<file path="src/rtl/vec_inst_issue_queue.sv">
// Vector instruction issue queue: DEPTH-entry FIFO with a one-in-flight issue FSM.
// Optional same-cycle bypass into an empty idle queue when VEC_IQ_BYPASS_EN is defined.
module vec_inst_issue_queue #(
  parameter int DEPTH   = 4,
  parameter int INSTR_W = 32,
  parameter int DATA_W  = 32
) (
  input  logic                       clk,
  input  logic                       reset,
  input  logic                       sp_inst_valid,
  output logic                       sp_inst_ready,
  input  logic [INSTR_W-1:0]         sp_instr,
  input  logic [DATA_W-1:0]          sp_rs1,
  input  logic [DATA_W-1:0]          sp_rs2,
  output logic                       inst_valid,
  input  logic                       vec_pro_ready,
  input  logic                       vec_pro_ack,
  output logic [INSTR_W-1:0]         instr_out,
  output logic [DATA_W-1:0]          rs1_out,
  output logic [DATA_W-1:0]          rs2_out,
  input  logic                       flush,
  output logic [$clog2(DEPTH):0]     q_count,
  output logic                       q_full,
  output logic                       q_empty,
  output logic                       busy
);

  localparam int AW = $clog2(DEPTH);
  localparam int CW = AW + 1;

  typedef enum logic {
    IDLE,
    WAIT_ACK
  } state_e;

  state_e state_q, state_d;

  logic [AW-1:0] wr_ptr_q, wr_ptr_d;
  logic [AW-1:0] rd_ptr_q, rd_ptr_d;
  logic [CW-1:0] count_q, count_d;
  logic          full_q, full_d;
  logic          empty_q, empty_d;

  logic [INSTR_W-1:0] instr_mem [DEPTH];
  logic [DATA_W-1:0]  rs1_mem   [DEPTH];
  logic [DATA_W-1:0]  rs2_mem   [DEPTH];

  logic byp_act;
  logic hs;
  logic push;
  logic pop;
  logic byp_issue;

  assign sp_inst_ready = !full_q;
  assign q_count       = count_q;
  assign q_full        = full_q;
  assign q_empty       = empty_q;

`ifdef VEC_IQ_BYPASS_EN
  // Bypass window: idle, nothing queued, and a new instruction on offer.
  assign byp_act = (state_q == IDLE) && empty_q && sp_inst_valid;
`else
  assign byp_act = 1'b0;
`endif

  // Issue FSM next state and handshake-facing outputs.
  always_comb begin
    state_d    = state_q;
    inst_valid = 1'b0;
    busy       = 1'b0;
    unique case (state_q)
      IDLE: begin
        inst_valid = !empty_q || byp_act;
        if (inst_valid && vec_pro_ready) begin
          state_d = WAIT_ACK;
        end
      end
      WAIT_ACK: begin
        busy = 1'b1;
        if (vec_pro_ack) begin
          state_d = IDLE;
        end
      end
      default: state_d = IDLE;
    endcase
  end

  assign hs        = inst_valid && vec_pro_ready;
  assign byp_issue = hs && byp_act;
  assign pop       = hs && !byp_act;
  assign push      = sp_inst_valid && sp_inst_ready
                     && !flush && !byp_issue;

  // Presented data: head entry (or bypassed offer) while valid, else zero.
  always_comb begin
    instr_out = '0;
    rs1_out   = '0;
    rs2_out   = '0;
    if (inst_valid) begin
      if (byp_act) begin
        instr_out = sp_instr;
        rs1_out   = sp_rs1;
        rs2_out   = sp_rs2;
      end else begin
        instr_out = instr_mem[rd_ptr_q];
        rs1_out   = rs1_mem[rd_ptr_q];
        rs2_out   = rs2_mem[rd_ptr_q];
      end
    end
  end

  // Pointer, occupancy and flag next state; flush wins over push/pop.
  always_comb begin
    wr_ptr_d = wr_ptr_q;
    rd_ptr_d = rd_ptr_q;
    count_d  = count_q;
    if (flush) begin
      wr_ptr_d = '0;
      rd_ptr_d = '0;
      count_d  = '0;
    end else begin
      if (push) begin
        wr_ptr_d = wr_ptr_q + AW'(1);
      end
      if (pop) begin
        rd_ptr_d = rd_ptr_q + AW'(1);
      end
      unique case ({push, pop})
        2'b10:   count_d = count_q + CW'(1);
        2'b01:   count_d = count_q - CW'(1);
        default: count_d = count_q;
      endcase
    end
    full_d  = (count_d == CW'(DEPTH));
    empty_d = (count_d == '0);
  end

  // Control state registers.
  always_ff @(posedge clk or negedge reset) begin
    if (!reset) begin
      state_q  <= IDLE;
      wr_ptr_q <= '0;
      rd_ptr_q <= '0;
      count_q  <= '0;
      full_q   <= 1'b0;
      empty_q  <= 1'b1;
    end else begin
      state_q  <= state_d;
      wr_ptr_q <= wr_ptr_d;
      rd_ptr_q <= rd_ptr_d;
      count_q  <= count_d;
      full_q   <= full_d;
      empty_q  <= empty_d;
    end
  end

  // Entry storage; contents are only meaningful between pointers.
  always_ff @(posedge clk) begin
    if (push) begin
      instr_mem[wr_ptr_q] <= sp_instr;
      rs1_mem[wr_ptr_q]   <= sp_rs1;
      rs2_mem[wr_ptr_q]   <= sp_rs2;
    end
  end

endmodule
</file>
<file path="config.mk">
export PLATFORM = sky130hd
export DESIGN_NAME = vec_inst_issue_queue
export DESIGN_NICKNAME = d
export VERILOG_FILES = /design/src/rtl/vec_inst_issue_queue.sv
export SDC_FILE = /design/constraint.sdc
export NUM_CORES = 1
export LEC_CHECK = 0
export ABC_AREA = 1
export CAP_MARGIN = 10
export CORE_UTILIZATION = 42
export DETAILED_ROUTE_END_ITERATION = 6
export PLACE_DENSITY = 0.64
export SYNTH_ARGS = -nofsm -noshare
export SYNTH_HDL_FRONTEND = slang
export SYNTH_SLANG_ARGS = --single-unit
</file>
<file path="constraint.sdc">
create_clock -name clk -period 6 [get_ports clk]
set_input_delay 0.6 -clock clk [delete_from_list [all_inputs] [get_ports clk]]
set_output_delay 0.6 -clock clk [all_outputs]
set_load 0.01 [all_outputs]
</file>
==> metrics.md <==
| Metric | Value |
|---|---|
| Sequential fraction of the synthesis area | about three quarters |
| Least-Margin Pin Slew | 1190 ps |
| Number of synthesis warnings | 0 |
| Clock slew seen by the registers of the worst setup and hold paths | about 60 ps |
| Worst path slowest cell | inv_6 |
| Maximum VDD drop | ~0.21 mV |
| Number of H-tree levels | 2 |
| Placer Congestion | ~0.77 |
| Die X | about 190 um |
| Layout cells sized above 1 | under 10% |
| Row cnt | about 70 |
| Num CTS Buffers | 40 |
| Fin cells | between 1500 and 2000 |
| Core Footprint | approximately 36000 um^2 |
| Routed met1 length | between 10 and 15 mm |
| First-pass GRT wire length | 54.0 mm |
| Drc violations | 0 |
| CP required | approximately 5400 ps |
| Crit-path max cell delay | 660 ps |
| Hpwl dp | around 19 mm |
| RSZ-0062 raised after global routing | no |
| Fin. max-slew vios | 0 |
| CTS resizes | 0 |
| Netlist cell types | 24 |
| First-iteration detailed-routing DRC count | 591 |
| Mapped cell area | between 15000 and 20000 um^2 |
| CTS tree | built |
| Multi-input gate area | 3150 um^2 |
| Die Area | around 38000 um^2 |
| Static Leak | ~0.0064 uW |
| Post-route ant nets | 0 |
| Setup TNS | 0 ps |
| Insertion delay to the later sink of the worst-skew pair | about 500 ps |
| IO Pins | around 200 |
| Synth Area per Inst | 12.9 um^2 |
| Worst Hold Class | primary input to asynchronous set/reset pin |
| Gr usage total | 18.4% |
| Fillers | 3005 |
| Pin count of the biggest net entering global routing | 158 |
| Postcts setup bufs | 0 |
| Routed wl met2 | about 17 mm |
| Slew headroom | around 21% |
| CP top delay family | buffers and inverters |
| Register cell area after layout | 11800 um^2 |
| Layout net count | 1500 |
| Post-synth net total | 1314 |
| Post-Syn Instances | between 1000 and 1500 |
| Max Root-Sink Buffers | 3 |
| Antenna violations before repair | 3 |
| Critical path startpoint category | flip-flop |
| Number of global-route vias before repair | around 9600 |
| Min cycle time layout | 4150 ps |
| Status | completed |
| Area grow syn2layout | 22.8% |
| WP data arrival | 3550 ps |
| Clock sink count | 394 |
| DR top layer | met4 |
| Skew final | 14.3 ps |
| Synthesized flop and latch total | a little under 400 |
| CP Cell Sequence | inv_6, buf_4, o21ai_0, a21oi_1, clkdlybuf4s50_1 |
| Hold_buf cts | 0 |
| Pre-CTS setup slack | about 2400 ps |
| Pre-antenna DRT Iters | 5 |
| Worst Path Buf+Inv | 3 |
| Post-DR wirelength/cell | 18.4 um |
| Setup WS post-layout | between 1500 and 2000 ps |
| Final global-route overflow total | 0 |
| Port bufs | 205 |
| Via count | 9589 |
| Final worst-path cycle share | roughly 70% |
| Cell area after layout | roughly 19000 um^2 |
| Final setup viols | 0 |
| CP max FO | around 160 |
| Power per Cell Area | between 300 and 400 nW/um^2 |
| Dpl cells | 1811 |
| Crit path capture type | output pin |
| Root Driver | clkbuf_16 |
| Final wirelength | roughly 35 mm |
| Final core occ | 53.0% |
| Placed cell area | 17800 um^2 |
| Initial Utilization | between 40 and 50% |
| Max Cap Violations | 0 |
| Vias per inst | around 5.1 |
| Met3 WL post-DR | ~2.3 mm |
| Fmax | between 0.2 and 0.25 GHz |
| Die Y | about 190 um |
| CP Class | flip-flop to output pin |
| Final hold vios | 0 |
-- metal layers --
| metal | global-route usage [%] | vias up |
|---|---|---|
| li1 | - | 4629 |
| met1 | 24.3 | 4630 |
| met2 | 30.7 | 281 |
| met3 | 3.93 | 49 |
| met4 | 4.85 | 0 |
| met5 | 0 | - |
-- state kept, by name (all words and copies together) (netlist names) --
signal     count
instr_mem    128
rs1_mem      128
rs2_mem      128
q_count        3
rd_ptr_q       2
wr_ptr_q       2
q_empty        1
q_full         1
state_q        1
-- logic make-up (layout without fill, tap and decap cells) --
group                      Yosys count  in the layout  share of synthesized area (%)
adders and majority gates            6              6                          0.533
other                                0              2                              0
AOI/OAI and AO/OA                  292            292                           9.43
buffers and inverters               98            311                           3.84
and+or+nand+nor                    416            416                           10.2
DFF                                394            394                           76.0
-- worst paths after layout --
| check | slack [ps] | end | cells past startpoint | from |
|---|---|---|---|---|
| min in group clk | 570 | wr_ptr_q[0] | 1 | wr_ptr_q[0] |
| setup reg to reg | 3620 | rs1_mem[1][3] | 4 | q_full |
| max in group asynchronous | 5230 | rd_ptr_q[1] | 1 | reset |
| hold / removal | 410 | q_count[0] | 1 | reset |
| hold reg to reg | 570 | wr_ptr_q[0] | 1 | wr_ptr_q[0] |
| setup / recovery | 1850 | instr_out[12] | 5 | rd_ptr_q[0] |
-- cells in the mapped netlist --
cell type	number	area, um^2
inv_4	1	6.26
nor2_1	395	1480
buf_8	1	15.0
buf_6	21	236
inv_2	2	7.51
buf_2	16	80.1
nand2_1	12	45.0
or2_2	1	6.26
nor3_1	1	5.00
buf_4	6	45.0
o21ai_0	141	706
ha_1	5	62.6
clkbuf_1	15	56.3
o21ai_1	55	275
buf_1	4	15.0
nand3_1	6	30.0
clkbuf_2	11	55.1
nand4_1	1	6.26
a21oi_1	96	480
dfstp_2	1	26.3
edfxtp_1	384	11500
fa_1	1	20.0
inv_1	21	78.8
dfrtp_1	9	225
-- power breakdown --
part	internal [uW]	leakage (uW)	total [uW]	switching [uW]
registers	3150	0.00361	3200	47.7
clock network	1370	0.000598	2330	957
logic	692	0.00218	1650	958
total	5210	0.00639	7180	1960
-- area by class of cell --
type / instances / share of cell area (%)
multi-input cells: 714 / 16.6
inverters: 24 / 0.519
repair buffers: 218 / 11.5
clock buffers: 50 / 5.57
diodes: 2 / 0.0263
flip-flops and latches: 394 / 62.0
clock inverters: 19 / 0.848
well taps: 461 / 3.03
-- cells in the final DEF (no fill, tap or decap), drive strengths merged --
cell type / instances
o21ai: 196
clkdlybuf4s50: 205
nand2: 12
edfxtp: 384
clkinv: 17
or2: 1
inv: 23
dfrtp: 9
buf: 13
nor2: 395
diode: 2
ha: 5
fa: 1
nand3: 6
bufinv: 3
a21oi: 96
dfstp: 1
nand4: 1
nor3: 1
clkbuf: 50
-- stage by stage --
stage,hold slack (ps),power (uW)
2_1_floorplan,304,4140
3_3_place_gp,554,4900
3_5_place_dp,552,4910
4_1_cts,408,7250
5_1_grt,450,7500
6_report,412,7180
(Power assumes the default switching activity.)
==> edit (same settings) <==
The option `VEC_IQ_BYPASS_EN` is turned on by a define.
--- a/src/rtl/vec_inst_issue_queue.sv
+++ b/src/rtl/vec_inst_issue_queue.sv
@@ -1,5 +1,7 @@
 // Vector instruction issue queue: DEPTH-entry FIFO with a one-in-flight issue FSM.
 // Optional same-cycle bypass into an empty idle queue when VEC_IQ_BYPASS_EN is defined.
+`define VEC_IQ_BYPASS_EN
+
 module vec_inst_issue_queue #(
   parameter int DEPTH   = 4,
   parameter int INSTR_W = 32,
Function: changed (Yosys sat finds a counterexample within 4 cycles, from zero or initial values and one cycle with reset low).
==> edit against the unedited design <==
Via count up 22%; design area grew 13%; area after synthesis grew 15%; synthesized cell count rose by 34%; combinational power up 64%; wire length up 14%; setup slack got worse by 180 ps; total power grew 18%; sequential cell count stayed put; critical path type unchanged; critical endpoint is now instr_out[19].
==> edit: results (changes against the unedited design) <==
{
  "finalClockSkew": {"value": 11.7, "unit": "ps", "change": "-2.68 ps"},
  "bufAreaShareNonClock": {"value": 10.5, "unit": "%", "change": "-0.98 points"},
  "gpl.final_weighted_congestion": {"value": 0.743, "change": "-4.0%"},
  "clock_buffer_count": {"value": 55, "change": "+10%"},
  "nets": {"value": 1901, "change": "+27%"},
  "met3_length": {"value": 2000, "unit": "um", "change": "-11%"},
  "grtUsageTotal": {"value": 18.2, "unit": "%", "change": "-0.12 points"},
  "worst_path_max_delay_cell": {"value": "dfrtp_4"},
  "post_synth_fa_ha_maj_area_fraction": {"value": 0.464, "unit": "%", "change": "-0.069 points"},
  "drt_iter0_markers": {"value": 681, "change": "+15%"},
  "synth_compound_area_share": {"value": 2.82, "unit": "%", "change": "-6.6 points"},
  "irDropWorstVdd": {"value": 0.222, "unit": "mV", "change": "+5.3%"},
  "yosys.cell_types.count": {"value": 23, "change": "-4.2%"},
  "total_iterations_of_the_first_detailed_routing_run": {"value": 7, "change": "+2"},
  "path_max_fanout": {"value": 81, "change": "-48%"},
  "synth_top_cells_by_area": {"value": "edfxtp_1 (65%), nor2_1 (8.3%), nor3_2 (5.1%)"},
  "final-clk-cell-share": {"value": 6.16, "unit": "%", "change": "-0.26 points"},
  "met1_length": {"value": 17200, "unit": "um", "change": "+15%"},
  "slew_headroom": {"value": 29.0, "unit": "%", "change": "+8.2 points"},
  "outcome": {"value": "complete, no violations"},
  "seq_share": {"value": 54.9, "unit": "%", "change": "-7.1 points"},
  "place_worst_setup_slack": {"value": 2000, "unit": "ps", "change": "-447 ps"},
  "syn-instance-count": {"value": 1617, "change": "+34%"},
  "met2RoutedLength": {"value": 19300, "unit": "um", "change": "+15%"},
  "n_multi_input_combinational_cell": {"value": 1010, "change": "+41%"},
  "synth.top_cells.by_count": {"value": "nor2_1 (393), edfxtp_1 (384), nand2_1 (209)"},
  "signal_buffers": {"value": 226, "change": "+3.7%"},
  "yosys.area_share.xor_xnor": {"value": 0.0492, "unit": "%", "change": "+0.049 points"},
  "power.static_leakage": {"value": 8.05, "unit": "nW", "change": "+26%"},
  "use_met2": {"value": 30.7, "unit": "%", "change": "about the same"},
  "place.detailed.instances": {"value": 2287, "change": "+26%"},
  "grt.met3_usage": {"value": 2.84, "unit": "%", "change": "-1.1 points"},
  "layout-drive-gt1-share": {"value": 15.1, "unit": "%", "change": "+9.9 points"},
  "wirelength": {"value": 39300, "unit": "um", "change": "+14%"},
  "n_fill_cell": {"value": 3622, "change": "+21%"},
  "globalRouteMet1Util": {"value": 24.2, "unit": "%", "change": "-0.099 points"},
  "antenna-diode-count": {"value": 0, "change": "-2"},
  "multiInputGateArea": {"value": 4990, "unit": "um2", "change": "+59%"},
  "timing.critical_path.slowest_cell_delay": {"value": 960, "unit": "ps", "change": "+300 ps"},
  "cts_made_buffers": {"value": 43, "change": "+7.5%"},
  "grt_start_max_net_pins": {"value": 115, "change": "-27%"},
  "dp_hpwl": {"value": 22600, "unit": "um", "change": "+21%"},
  "antenna_found_initial": {"value": 0, "change": "-3"}
}
[edit: per-stage QoR]
step	instance area [um2]	hold WS [ps]	power, mW	util [%]
finish	21500	372	8.49	51.3
global route	21500	396	8.96	51.3
CTS	21500	351	8.61	51.3
detailed placement	20200	566	6.09	48.2
global placement	20200	548	6.05	48.2
floorplan	17800	304	5.04	-
[edit: report_power, final]
group | internal [mW] | switching (mW) | leakage [nW]
clock | 1.49 | 1.01 | 0.653
sequential | 3.15 | 0.140 | 3.61
combinational | 1.20 | 1.51 | 3.79
[edit: path summary, 6_finish.rpt]
path / from / to / slack [ps] / depth (start not counted)
setup / recovery: rd_ptr_q[0] / instr_out[19] / 1670 / 7
hold / removal: reset / q_full / 370 / 1
hold reg to reg: wr_ptr_q[1] / wr_ptr_q[1] / 570 / 2
min in group clk: wr_ptr_q[1] / wr_ptr_q[1] / 570 / 2
max in group asynchronous: reset / rd_ptr_q[1] / 5270 / 1
setup reg to reg: q_empty / q_empty / 2950 / 12
